<file path="config.mk">
export PLATFORM = sky130hd
export DESIGN_NAME = l2_writeback_memory_interface
export DESIGN_NICKNAME = d
export VERILOG_FILES = /design/src/rtl/l2_writeback_memory_interface.sv
export SDC_FILE = /design/constraint.sdc
export NUM_CORES = 1
export LEC_CHECK = 0
export CAP_MARGIN = 10
export CORE_ASPECT_RATIO = 0.9
export CORE_MARGIN = 5
export CORE_UTILIZATION = 30
export DETAILED_ROUTE_END_ITERATION = 7
export SETUP_SLACK_MARGIN = 0.5
export SLEW_MARGIN = 20
export SYNTH_ARGS = -nofsm -noshare
export SYNTH_HDL_FRONTEND = slang
export SYNTH_SLANG_ARGS = --single-unit
</file>
<file path="constraint.sdc">
create_clock -name clk -period 4.7 [get_ports clk]
set_input_delay 0.94 -clock clk [delete_from_list [all_inputs] [get_ports clk]]
set_output_delay 0.94 -clock clk [all_outputs]
set_load 0.02 [all_outputs]
</file>
<file path="src/rtl/l2_writeback_memory_interface.sv">
// L2 front end to main memory: read misses, a write-back FIFO that drains in the background, and forwarding from that FIFO.
// Compile-time option: `define WB_COALESCE_EN merges an eviction into an already-buffered entry with the same address.
module l2_writeback_memory_interface #(
    parameter int ADDR_W   = 16,  // MAIN_MEMORY_ADDRESS_WIDTH
    parameter int DATA_W   = 32,  // MAIN_MEMORY_DATA_WIDTH
    parameter int WB_DEPTH = 4    // power of two, >= 2
) (
    input  logic              clk,
    input  logic              reset,
    input  logic              l2_read_request,
    input  logic [ADDR_W-1:0] l2_read_address,
    output logic [DATA_W-1:0] l2_read_data,
    output logic              l2_read_valid,
    input  logic              l2_evict_valid,
    input  logic [ADDR_W-1:0] l2_evict_address,
    input  logic [DATA_W-1:0] l2_evict_data,
    output logic              l2_evict_ready,
    output logic              wb_empty,
    output logic              main_memory_read_request,
    output logic              main_memory_write_request,
    output logic [ADDR_W-1:0] main_memory_address,
    output logic [DATA_W-1:0] main_memory_write_data,
    input  logic [DATA_W-1:0] main_memory_read_data,
    input  logic              main_memory_ready
);

    localparam int PTR_W = $clog2(WB_DEPTH);
    localparam int CNT_W = PTR_W + 1;
    localparam logic [CNT_W-1:0] FULL_CNT = CNT_W'(WB_DEPTH);

    typedef enum logic [1:0] {
        IDLE,
        RD_ISSUE,
        WR_ISSUE,
        RESP
    } state_t;

    state_t            state;
    logic [ADDR_W-1:0] fifo_addr [WB_DEPTH];
    logic [DATA_W-1:0] fifo_data [WB_DEPTH];
    logic [PTR_W-1:0]  head;
    logic [PTR_W-1:0]  tail;
    logic [CNT_W-1:0]  count;

    logic              fwd_hit;
    logic [DATA_W-1:0] fwd_data;
    logic              merge_hit;
    logic [PTR_W-1:0]  merge_idx;
    logic              accept;
    logic              push;
    logic              pop;

    // Scan oldest to newest so the last match, the newest entry, wins.
    always_comb begin
        // NOTE: every combinational output gets a default first so no path leaves it unassigned (no latch).
        fwd_hit  = 1'b0;
        fwd_data = '0;
        for (int i = 0; i < WB_DEPTH; i++) begin
            if (CNT_W'(i) < count && fifo_addr[head + PTR_W'(i)] == l2_read_address) begin
                fwd_hit  = 1'b1;
                fwd_data = fifo_data[head + PTR_W'(i)];
            end
        end
    end

`ifdef WB_COALESCE_EN
    // The head entry is excluded while it is being written out, so a new eviction to it appends instead.
    always_comb begin
        merge_hit = 1'b0;
        merge_idx = '0;
        for (int i = 0; i < WB_DEPTH; i++) begin
            if (CNT_W'(i) < count && !(i == 0 && state == WR_ISSUE) &&
                fifo_addr[head + PTR_W'(i)] == l2_evict_address) begin
                merge_hit = 1'b1;
                merge_idx = head + PTR_W'(i);
            end
        end
    end

    assign l2_evict_ready = (count < FULL_CNT) || merge_hit;
`else
    assign merge_hit      = 1'b0;
    assign merge_idx      = '0;
    assign l2_evict_ready = (count < FULL_CNT);
`endif

    assign wb_empty = (count == '0);
    assign accept   = l2_evict_valid && l2_evict_ready;
    assign push     = accept && !merge_hit;
    assign pop      = (state == WR_ISSUE) && main_memory_ready;

    // NOTE: the entry storage is not reset; count alone says which entries are valid.
    always_ff @(posedge clk) begin
        if (push) begin
            fifo_addr[tail] <= l2_evict_address;
            fifo_data[tail] <= l2_evict_data;
        end else if (accept) begin
            fifo_data[merge_idx] <= l2_evict_data;
        end
    end

    // NOTE: all state here is updated with <= so every branch sees the values from before this edge.
    always_ff @(posedge clk or posedge reset) begin
        if (reset) begin
            state                     <= IDLE;
            head                      <= '0;
            tail                      <= '0;
            count                     <= '0;
            l2_read_data              <= '0;
            l2_read_valid             <= 1'b0;
            main_memory_read_request  <= 1'b0;
            main_memory_write_request <= 1'b0;
            main_memory_address       <= '0;
            main_memory_write_data    <= '0;
        end else begin
            l2_read_valid <= 1'b0;

            if (push) tail <= tail + 1'b1;
            if (pop)  head <= head + 1'b1;
            if (push && !pop)      count <= count + 1'b1;
            else if (pop && !push) count <= count - 1'b1;

            unique case (state)
                IDLE: begin
                    // An accepted eviction blocks every other decision this cycle.
                    if (accept) begin
                        state <= IDLE;
                    end else if (l2_read_request && fwd_hit) begin
                        l2_read_data  <= fwd_data;
                        l2_read_valid <= 1'b1;
                        state         <= RESP;
                    end else if (count == FULL_CNT || (!l2_read_request && count != '0)) begin
                        main_memory_write_request <= 1'b1;
                        main_memory_address       <= fifo_addr[head];
                        main_memory_write_data    <= fifo_data[head];
                        state                     <= WR_ISSUE;
                    end else if (l2_read_request) begin
                        main_memory_read_request <= 1'b1;
                        main_memory_address      <= l2_read_address;
                        state                    <= RD_ISSUE;
                    end
                end
                RD_ISSUE: begin
                    if (main_memory_ready) begin
                        l2_read_data             <= main_memory_read_data;
                        l2_read_valid            <= 1'b1;
                        main_memory_read_request <= 1'b0;
                        main_memory_address      <= '0;
                        state                    <= RESP;
                    end
                end
                WR_ISSUE: begin
                    if (main_memory_ready) begin
                        main_memory_write_request <= 1'b0;
                        main_memory_address       <= '0;
                        main_memory_write_data    <= '0;
                        state                     <= IDLE;
                    end
                end
                RESP: begin
                    state <= IDLE;
                end
            endcase
        end
    end

    assert property (@(posedge clk) disable iff (reset)
        !(main_memory_read_request && main_memory_write_request));
    assert property (@(posedge clk) disable iff (reset) count <= FULL_CNT);

endmodule

</file>
==> results.cfg <==
[status]
result_of_the_run = complete, but fails checks
failing_checks = DRC

[clocking]
cts.htree.levels = 1
cts.root.buffer_cell = clkbuf_16
cts_tree = done
total_clock_sinks = 284
clock_insertion_delay_worst_skew_ps = 610
clk_transition_reported_paths_ps = 60
cts_made_buffers = 30
hold_buffers = 0
max-clock-path-buffers = 3

[synthesis]
post_synth_fa_ha_maj_area_fraction = 0.00957
ys_seq_area_frac = 0.475
avgSynthCellArea_um2 = 11.2
synthesis_warnings = 0
post_synth_edffs = 192
ys.flop_type = edfxtp_1
synth-simple-area-share = 0.106
post_synth_mux_area_share = 0.194
synth-compound-area-share = 0.137
yosys.area_share.xor_xnor = 0.0349
synth-seq-cells = 284
syn-instance-count = 1511
synth.lib_cells_used.distinct = 71
post_synthesis_net_count = 1625
synth_top_family_by_area = multiplexers
asyncSetResetFlopFracSynth = 0.324
syn_area_um2 = 17000

[grt]
vias_in_the_first_global_route = 12662
grt_start_max_net_pins = 183
antenna_found_initial = 7
grt_util_all_layers = 0.173
grt_first_pass_wirelength_um = 82300
globalRoute.totalOverflow = 0

[critical_path]
cp_common_cell = or4_1
setup.worst_path.class = reg2reg
worstPathBufferInverterCount = 2
required_ps = 5180
crit_chain = buf_12 > mux4_2 > xnor2_2 > nand4_1 > or4_1 > or2_4 > a41oi_2 > or4_1 > buf_4 > o2bb2ai_1
end_kind = flop
cp_top_delay_family = simple AND/OR/NAND/NOR gates
cp_data_arrival_time_ps = 4520
critPathSlowestCell = or4_1
timing.critical_path.fanout_max = 32
critical_path.startpoint_type = flop
critPathMaxStageDelay_ps = 720

[power_and_ir_drop]
power_frac_comb = 0.530
p_sw_frac = 0.418
power.internal_mw = 7.56
power_frac_clock = 0.183
seq_power_share = 0.287
p_sw_mw = 5.43
vdd_drop_max_mv = 0.377
power_density_nw_per_um2 = 624
post-layout-total-power_mw = 13.0
leakage_power_nw = 7.34

[floorplan]
die_height_um = 236
num_io_pins = 186
placement_rows = 82
initial_core_util = 0.304
dieArea_um2 = 61500
fp.coreArea_um2 = 55900
die_width_um = 261

[placed_design]
dpl.hpwl_um = 38700
buffer_ports.inserted = 185
globalplace.congestion = 0.946
placed_cells_incl_taps = 2366

[detailed_routing]
drc = 1
firstDrtPassIters = 8
totalWireLength_um = 56000
route.detailed.vias_per_inst = 5.40
final_antenna_net_count = 0
via_count = 13145
routed_wire_length_per_instance_um = 23.0
detailedRoute.firstIterationViolations = 1176

[sta]
final_period_minus_worst_setup_slack_ps = 4050
rsz0062_at_grt = yes
holdWs_ps = 498
min_period_over_period = 0.861
maxSlewViolCount = 0
max-slew-margin-rel = 0.395
finalSetupViolCount = 0
fmax_mhz = 247
worst_pin_slew_ps = 907
hold_viol = 0
fin_setup_tns_ps = 0
skew_ps = 26.4

[final_layout]
most_common_library_cell_in_the_layout_ignoring_fill_and_taps = edfxtp_1
final_net_count = 1764
layout_common_cells = edfxtp_1, clkdlybuf4s50_1, nand2_1
share_of_post_route_cells_with_drive_strength_above_1 = 0.168
layoutNonFillerInstCount = 2434
area.growth.synth_to_final_pct = 22.5

[hold_path]
min_path_type = reg2reg

[flow_run]
cap_violations = 0
-- state kept, by name, indices dropped and copies added, names as in the netlist, 2 cells and up --
name	flops
count	3
state	2
tail	2
l2_read_data	32
head	2
fifo_addr	64
main_memory_write_data	32
main_memory_address	16
fifo_data	128
-- synthesized netlist by cell type, types with 29 or more instances --
master     count  area (um2)
mux2_2        90        1010
mux2i_1      107        1070
clkbuf_1      79         297
o21ai_0       44         220
mux4_2        54        1220
buf_2         29         145
nand2_1      173         649
o2bb2ai_1     32         280
a22oi_1       29         218
dfrtp_1       92        2300
a31oi_1       34         213
nor2_1        78         293
a211oi_1      33         248
a21oi_1       67         335
xnor2_1       61         534
edfxtp_1     192        5770
nand3_1       41         205
nor3_1        38         190
-- area by class of cell --
class                   instances  area, um2
clock inverters                16        173
clock buffers                  40        818
multi-input cells            1071       8260
flip-flops and latches        284       8080
inverters                      18       70.1
repair buffers                245       2460
fillers                      5381      35100
well taps                     756        946
diodes                          4       10.0
-- worst reg2reg max path: stages (launching register included) --
cell       delay [ps]
dfrtp_4           610
buf_12            260
mux4_2            610
xnor2_2           210
nand4_1           100
or4_1             720
or2_4             440
a41oi_2           330
or4_1             200
buf_4             300
o2bb2ai_1         150
-- per-layer routing --
| layer | global-route usage | up-vias | wire, um |
|---|---|---|---|
| met5 | 0 | - | 56 |
| met4 | 0.0352 | 10 | 946 |
| met3 | 0.0436 | 70 | 4850 |
| met2 | 0.276 | 537 | 25800 |
| met1 | 0.242 | 6532 | 24400 |
| li1 | - | 5996 | - |
-- logic make-up after synthesis --
logic type,after synthesis
xor+xnor,66
mux,251
buf+inv,156
flops,284
compound gates,339
fa+ha+maj,13
simple gates,402
-- stage by stage --
stage | utilization | setup WS, ps | cell area (um2)
finish | 0.372 | 652 | 20800
CTS | 0.371 | 527 | 20700
global route | 0.372 | 494 | 20800
floorplan | - | 1350 | 17000
detailed placement | 0.353 | 450 | 19700
global placement | 0.353 | 500 | 19700
-- power by group through the flow --
| stage | sequential, mW | combinational [mW] | clock, mW |
|---|---|---|---|
| detailed placement | 3.81 | 6.71 | 0 |
| global placement | 3.79 | 6.67 | 0 |
| CTS | 3.76 | 6.74 | 2.43 |
| finish | 3.73 | 6.88 | 2.38 |
| floorplan | 3.92 | 4.35 | 0 |
| global route | 3.79 | 7.39 | 2.53 |
-- what timing repair did --
item | 4_1_cts | 5_1_grt
endpoints found under the setup margin | 0 | 51
setup buffers | 0 | 8
gates resized for setup | 0 | 1
-- path summary, 6_finish.rpt --
kind / from / endpoint / slack, ps / cells after the start
setup / recovery: head[1]$_DFFE_PP0P_ / main_memory_write_data[30]$_DFFE_PP0P_ / 650 / 10
setup reg to reg: head[1]$_DFFE_PP0P_ / main_memory_write_data[30]$_DFFE_PP0P_ / 650 / 10
max in group asynchronous: reset / main_memory_write_data[24]$_DFFE_PP0P_ / 2990 / 3
min in group asynchronous: reset / l2_read_data[10]$_DFFE_PP0P_ / 900 / 2
hold / removal: main_memory_write_data[16]$_DFFE_PP0P_ / main_memory_write_data[16]$_DFFE_PP0P_ / 500 / 1
hold reg to reg: main_memory_write_data[16]$_DFFE_PP0P_ / main_memory_write_data[16]$_DFFE_PP0P_ / 500 / 1
(Power assumes the default switching activity.)
==> patch 1, RTL diff (config.mk and constraints unchanged) <==
Build with the macro `WB_COALESCE_EN` defined.
--- a/src/rtl/l2_writeback_memory_interface.sv
+++ b/src/rtl/l2_writeback_memory_interface.sv
@@ -2,2 +2,4 @@
 // Compile-time option: `define WB_COALESCE_EN merges an eviction into an already-buffered entry with the same address.
+`define WB_COALESCE_EN
+
 module l2_writeback_memory_interface #(
Formal check against the unedited RTL: not equivalent (a bounded check fails within 4 cycles, from zero or initial values and one cycle with reset high).
==> patch 1 against the original RTL <==
Wire length grew 24%. Total power grew 23%. Sequential cell count is the same. Area after synthesis grew 9.3%. Utilization grew 3.0 points. Worst setup slack lost 0.47 ns. Clock power grew 16%. Final area grew 19%. Critical endpoint is now l2_evict_ready. Largest power group unchanged.
==> patch 1: results (changes against the original RTL) <==
- Status: finished, final reports clean
- Initial antenna violation count: 11 (+4)
- Met3 wire length: 6487 um (+34%)
- TritonCTS buffer count: 34 (+13%)
- Worst reg2reg endpoint: l2_read_data[10]
- Signal inverters: 26 (+8)
- Global-route wire length before repair: 98750 um (+20%)
- Area grow syn2layout: 32.98%
- Lkg Pwr: 9.092 nW (+24%)
- GR Util met1: 28.55% (+4.4 points)
- Sequential area share after synthesis: 43.43% (-4.0 points)
- Metal-1 WL: 31030 um (+27%)
- Syn Nets: 1761 (+8.4%)
- Crit-path slowest cell: mux4_1
- Final WL: 69730 um (+24%)
- Avg Cell Area, Syn: 11.28 um^2 (+0.29%)
- Non-Clock Buffer Count: 395 (+61%)
- Vias: 15530 (+18%)
- Crit path DAT: 3.58 ns (-0.94 ns)
- Clock-cell share: 4.715% (-0.044 points)
- Hold Path Sink: main_memory_address[4]
- Placed cell areas: 0.02223 mm^2 (+13%)
- Flop-to-flop setup slack: 0.55 ns (-0.10 ns)
- Slew headroom: 25.27% (-14 points)
- Hold WS: 0.4940 ns (-0.003746 ns)
- Post-synth cell types: 81 (+14%)
- Filler cell count: 5757 (+7.0%)
- GP Congestion: 0.9424 (-0.42%)
- Largest net degree at the start of global routing: 87 (-52%)
- Iter 0 DRT Violations: 1619 (+38%)
- Drt first pass iters: 5 (-3)
- Number of clock buffers in the layout: 46 (+15%)
- Ant diodes: 4 (unchanged)
- HPWL after DPL: 48720 um (+26%)
- Maximum vdd drop: 295.5 uV (-22%)
- Synth area leaders: edfxtp_1, dfrtp_1, mux2i_1
- Routed wl met2: 30770 um (+19%)
- Multi-In Gates: 1196 (+12%)
- Post-CTS sizing: 42 (+42)
- Vias in the first global route: 14580 (+15%)
- Worst R2R Start: head[0]
- Critical path peak fanout: 8 (-75%)
- CP Capture Point: l2_evict_ready
- Max stage delay on crit path: 0.66 ns (-0.06 ns)
- Most frequent cells after synthesis: edfxtp_1, nand2_1, mux2i_1, xnor2_1, nor2_1
- HP Start: main_memory_address[4]
- All-layer global routing usage: 19.39% (+2.1 points)
- R2R depth: 16 (+6)
- H-tree Lvls: 2 (+1)
[patch 1: logic make-up after synthesis]
kind of cell,Yosys count,share of synthesized area [%]
compound gates,305,11.46
xor+xnor,128,6.035
fa+ha+maj,13,0.8756
buf+inv,167,4.667
flops,284,43.43
mux,297,21.40
simple gates,453,12.13
[patch 1: metrics by stage]
| step | setup TNS (ns) | power, mW | setup slack (ns) | cells | utilization [%] |
|---|---|---|---|---|---|
| floorplan | 0 | 8.999 | 0.2867 | 1647 | - |
| global placement | -0.1992 | 12.07 | -0.1992 | 2650 | 36.24 |
| detailed placement | -0.2195 | 12.17 | -0.2195 | 2650 | 36.25 |
| CTS | 0 | 15.30 | 0.1755 | 2728 | 38.78 |
| global route | 0 | 16.74 | 0.06143 | 2755 | 40.26 |
| finish | 0 | 16.00 | 0.1819 | 2759 | 40.28 |
[patch 1: power by group]
part	internal, mW	switching (mW)	leakage (nW)
registers	3.27	0.387	2.91
logic	4.37	5.21	5.62
clock network	1.63	1.13	0.565
==> patch 2, RTL diff (same flow settings) <==
Made on the original files. Re-encode `state_t` (4 states) as Gray code, 2 bits wide.
--- a/src/rtl/l2_writeback_memory_interface.sv
+++ b/src/rtl/l2_writeback_memory_interface.sv
@@ -31,6 +31,6 @@
     typedef enum logic [1:0] {
-        IDLE,
-        RD_ISSUE,
-        WR_ISSUE,
-        RESP
+        IDLE     = 2'b00,
+        RD_ISSUE = 2'b01,
+        WR_ISSUE = 2'b11,
+        RESP     = 2'b10
     } state_t;
Formal check against the unedited RTL: no difference found for any inputs over 4 cycles, from zero or initial values and one cycle with reset high; so few cycles prove little.
==> patch 2 against the original RTL <==
Worst setup slack improved by 0.12 ns. Combinational power increased by 5.2%. Sequential cell count unchanged. Area after synthesis increased by 5.2%. Via count increased by 9.4%. Largest cell class unchanged. Final area increased by 3.1%. Worst hold slack improved by 0.023 ns. Wire length increased by 9.5%. Sequential share of layout area decreased by 1.2 points. Highest routed layer unchanged. Fmax increased by 3.1%. Critical endpoint is now l2_read_data[5]. Total power increased by 5.6%.
==> patch 2: results (changes against the original RTL) <==
- HPWL after DPL: 41080 um (+6.2%)
- Hold Path Sink: main_memory_write_request
- Seq group: 3.85 mW (+3%)
- Signal buf overhead: 10.79% (-1.0 points)
- Crit-path slowest cell: dfrtp_4
- Status: finished, final reports clean
- Maximum vdd drop: 326.3 uV (-13%)
- Global-route wire length before repair: 90800 um (+10%)
- Clk_skew: 0.01790 ns (-0.008490 ns)
- NetSw: 5.862 mW (+8.0%)
- Syn Nets: 1736 (+6.8%)
- HP Start: main_memory_write_request
- Hold WS: 0.5209 ns (+0.02311 ns)
- Placed cell count: 2468 (+4.3%)
- Sequential area share after synthesis: 45.12% (-2.3 points)
- Multi-In Gates: 1109 (+3.5%)
- Lkg Pwr: 7.817 nW (+6.5%)
- Sequential cell area share: 37.63% (-1.2 points)
- Tightest Pin Transition: 0.9594 ns (+0.05249 ns)
- Ant diodes: 2 (-2)
- DP Worst Slack: 0.4078 ns (-0.04184 ns)
- Layout Nets: 1840 (+4.3%)
- Combinational power: 7.24 mW (+5.2%)
- All-layer global routing usage: 18.13% (+0.79 points)
- GP Congestion: 0.8926 (-5.7%)
- Later-pin clock latency in the skew report: 0.55 ns (-0.06 ns)
- H-tree Lvls: 2 (+1)
- Clk pwr: 2.63 mW (+11%)
- Signal inverters: 73 (+55)
- Number of clock buffers in the layout: 47 (+18%)
- Worst hold path cell count: 2 (+1)
- Via density: 5.682 (+5.2%)
- Drt first pass iters: 5 (-3)
- Iter 0 DRT Violations: 1307 (+11%)
- Fraction of area in multi-input gates: 40.63% (+0.94 points)
- Post-synth cell types: 68 (-4.2%)
==> patch 2: cell types whose count changed after synthesis, moves of 36 or more <==
cell	change
mux2i_1	+92
nand2_1	-104
nor4_1	+60
nand3_1	-37
mux2_2	-52
inv_1	+55
a31oi_1	+65
nor2_1	+63
o21ai_0	-36
==> patch 2: repair_timing <==
action	4_1_cts	5_1_grt
resized for setup	0	1
hold buffers	0	0
buffers inserted	0	1
endpoints found under the setup margin	0	60
==> patch 2: logic make-up after synthesis <==
family | count (synthesis) | share of synthesized area [%]
XOR/XNOR | 71 | 3.478
flip-flops | 284 | 45.12
AO/OA/AOI/OAI | 345 | 14.80
adder cells (fa/ha/maj) | 8 | 0.5599
buffers and inverters | 234 | 6.445
AND/OR/NAND/NOR | 409 | 11.29
multiplexers | 276 | 18.30
==> patch 2: stage by stage <==
step,util [%],cell area [um^2]
2_1_floorplan,-,17880
3_3_place_gp,34.60,20330
3_5_place_dp,34.60,20330
4_1_cts,36.47,21430
5_1_grt,36.53,21460
6_report,36.53,21460
==> patch 2: worst max path at each step <==
stage                       startpoint               end  slack, ns  cells past startpoint
finish                         head[1]   l2_read_data[5]       0.77                     10
global route                   head[0]   l2_read_data[3]       0.55                     10
CTS                            head[1]  l2_read_data[19]       0.63                      9
detailed placement  l2_read_address[9]  l2_read_data[14]       0.41                      9
global placement    l2_read_address[9]  l2_read_data[12]       0.39                      9
floorplan                        reset          count[0]       1.37                      1
==> patch 2: layer usage <==
metal  vias to the layer above  share of wire, %  track usage, %
li1                       6459                 -               -
met1                      7177                44           25.43
met2                       625                45           28.23
met3                       122               7.9           3.483
met4                         4               2.6           6.085
met5                         -             0.042               0
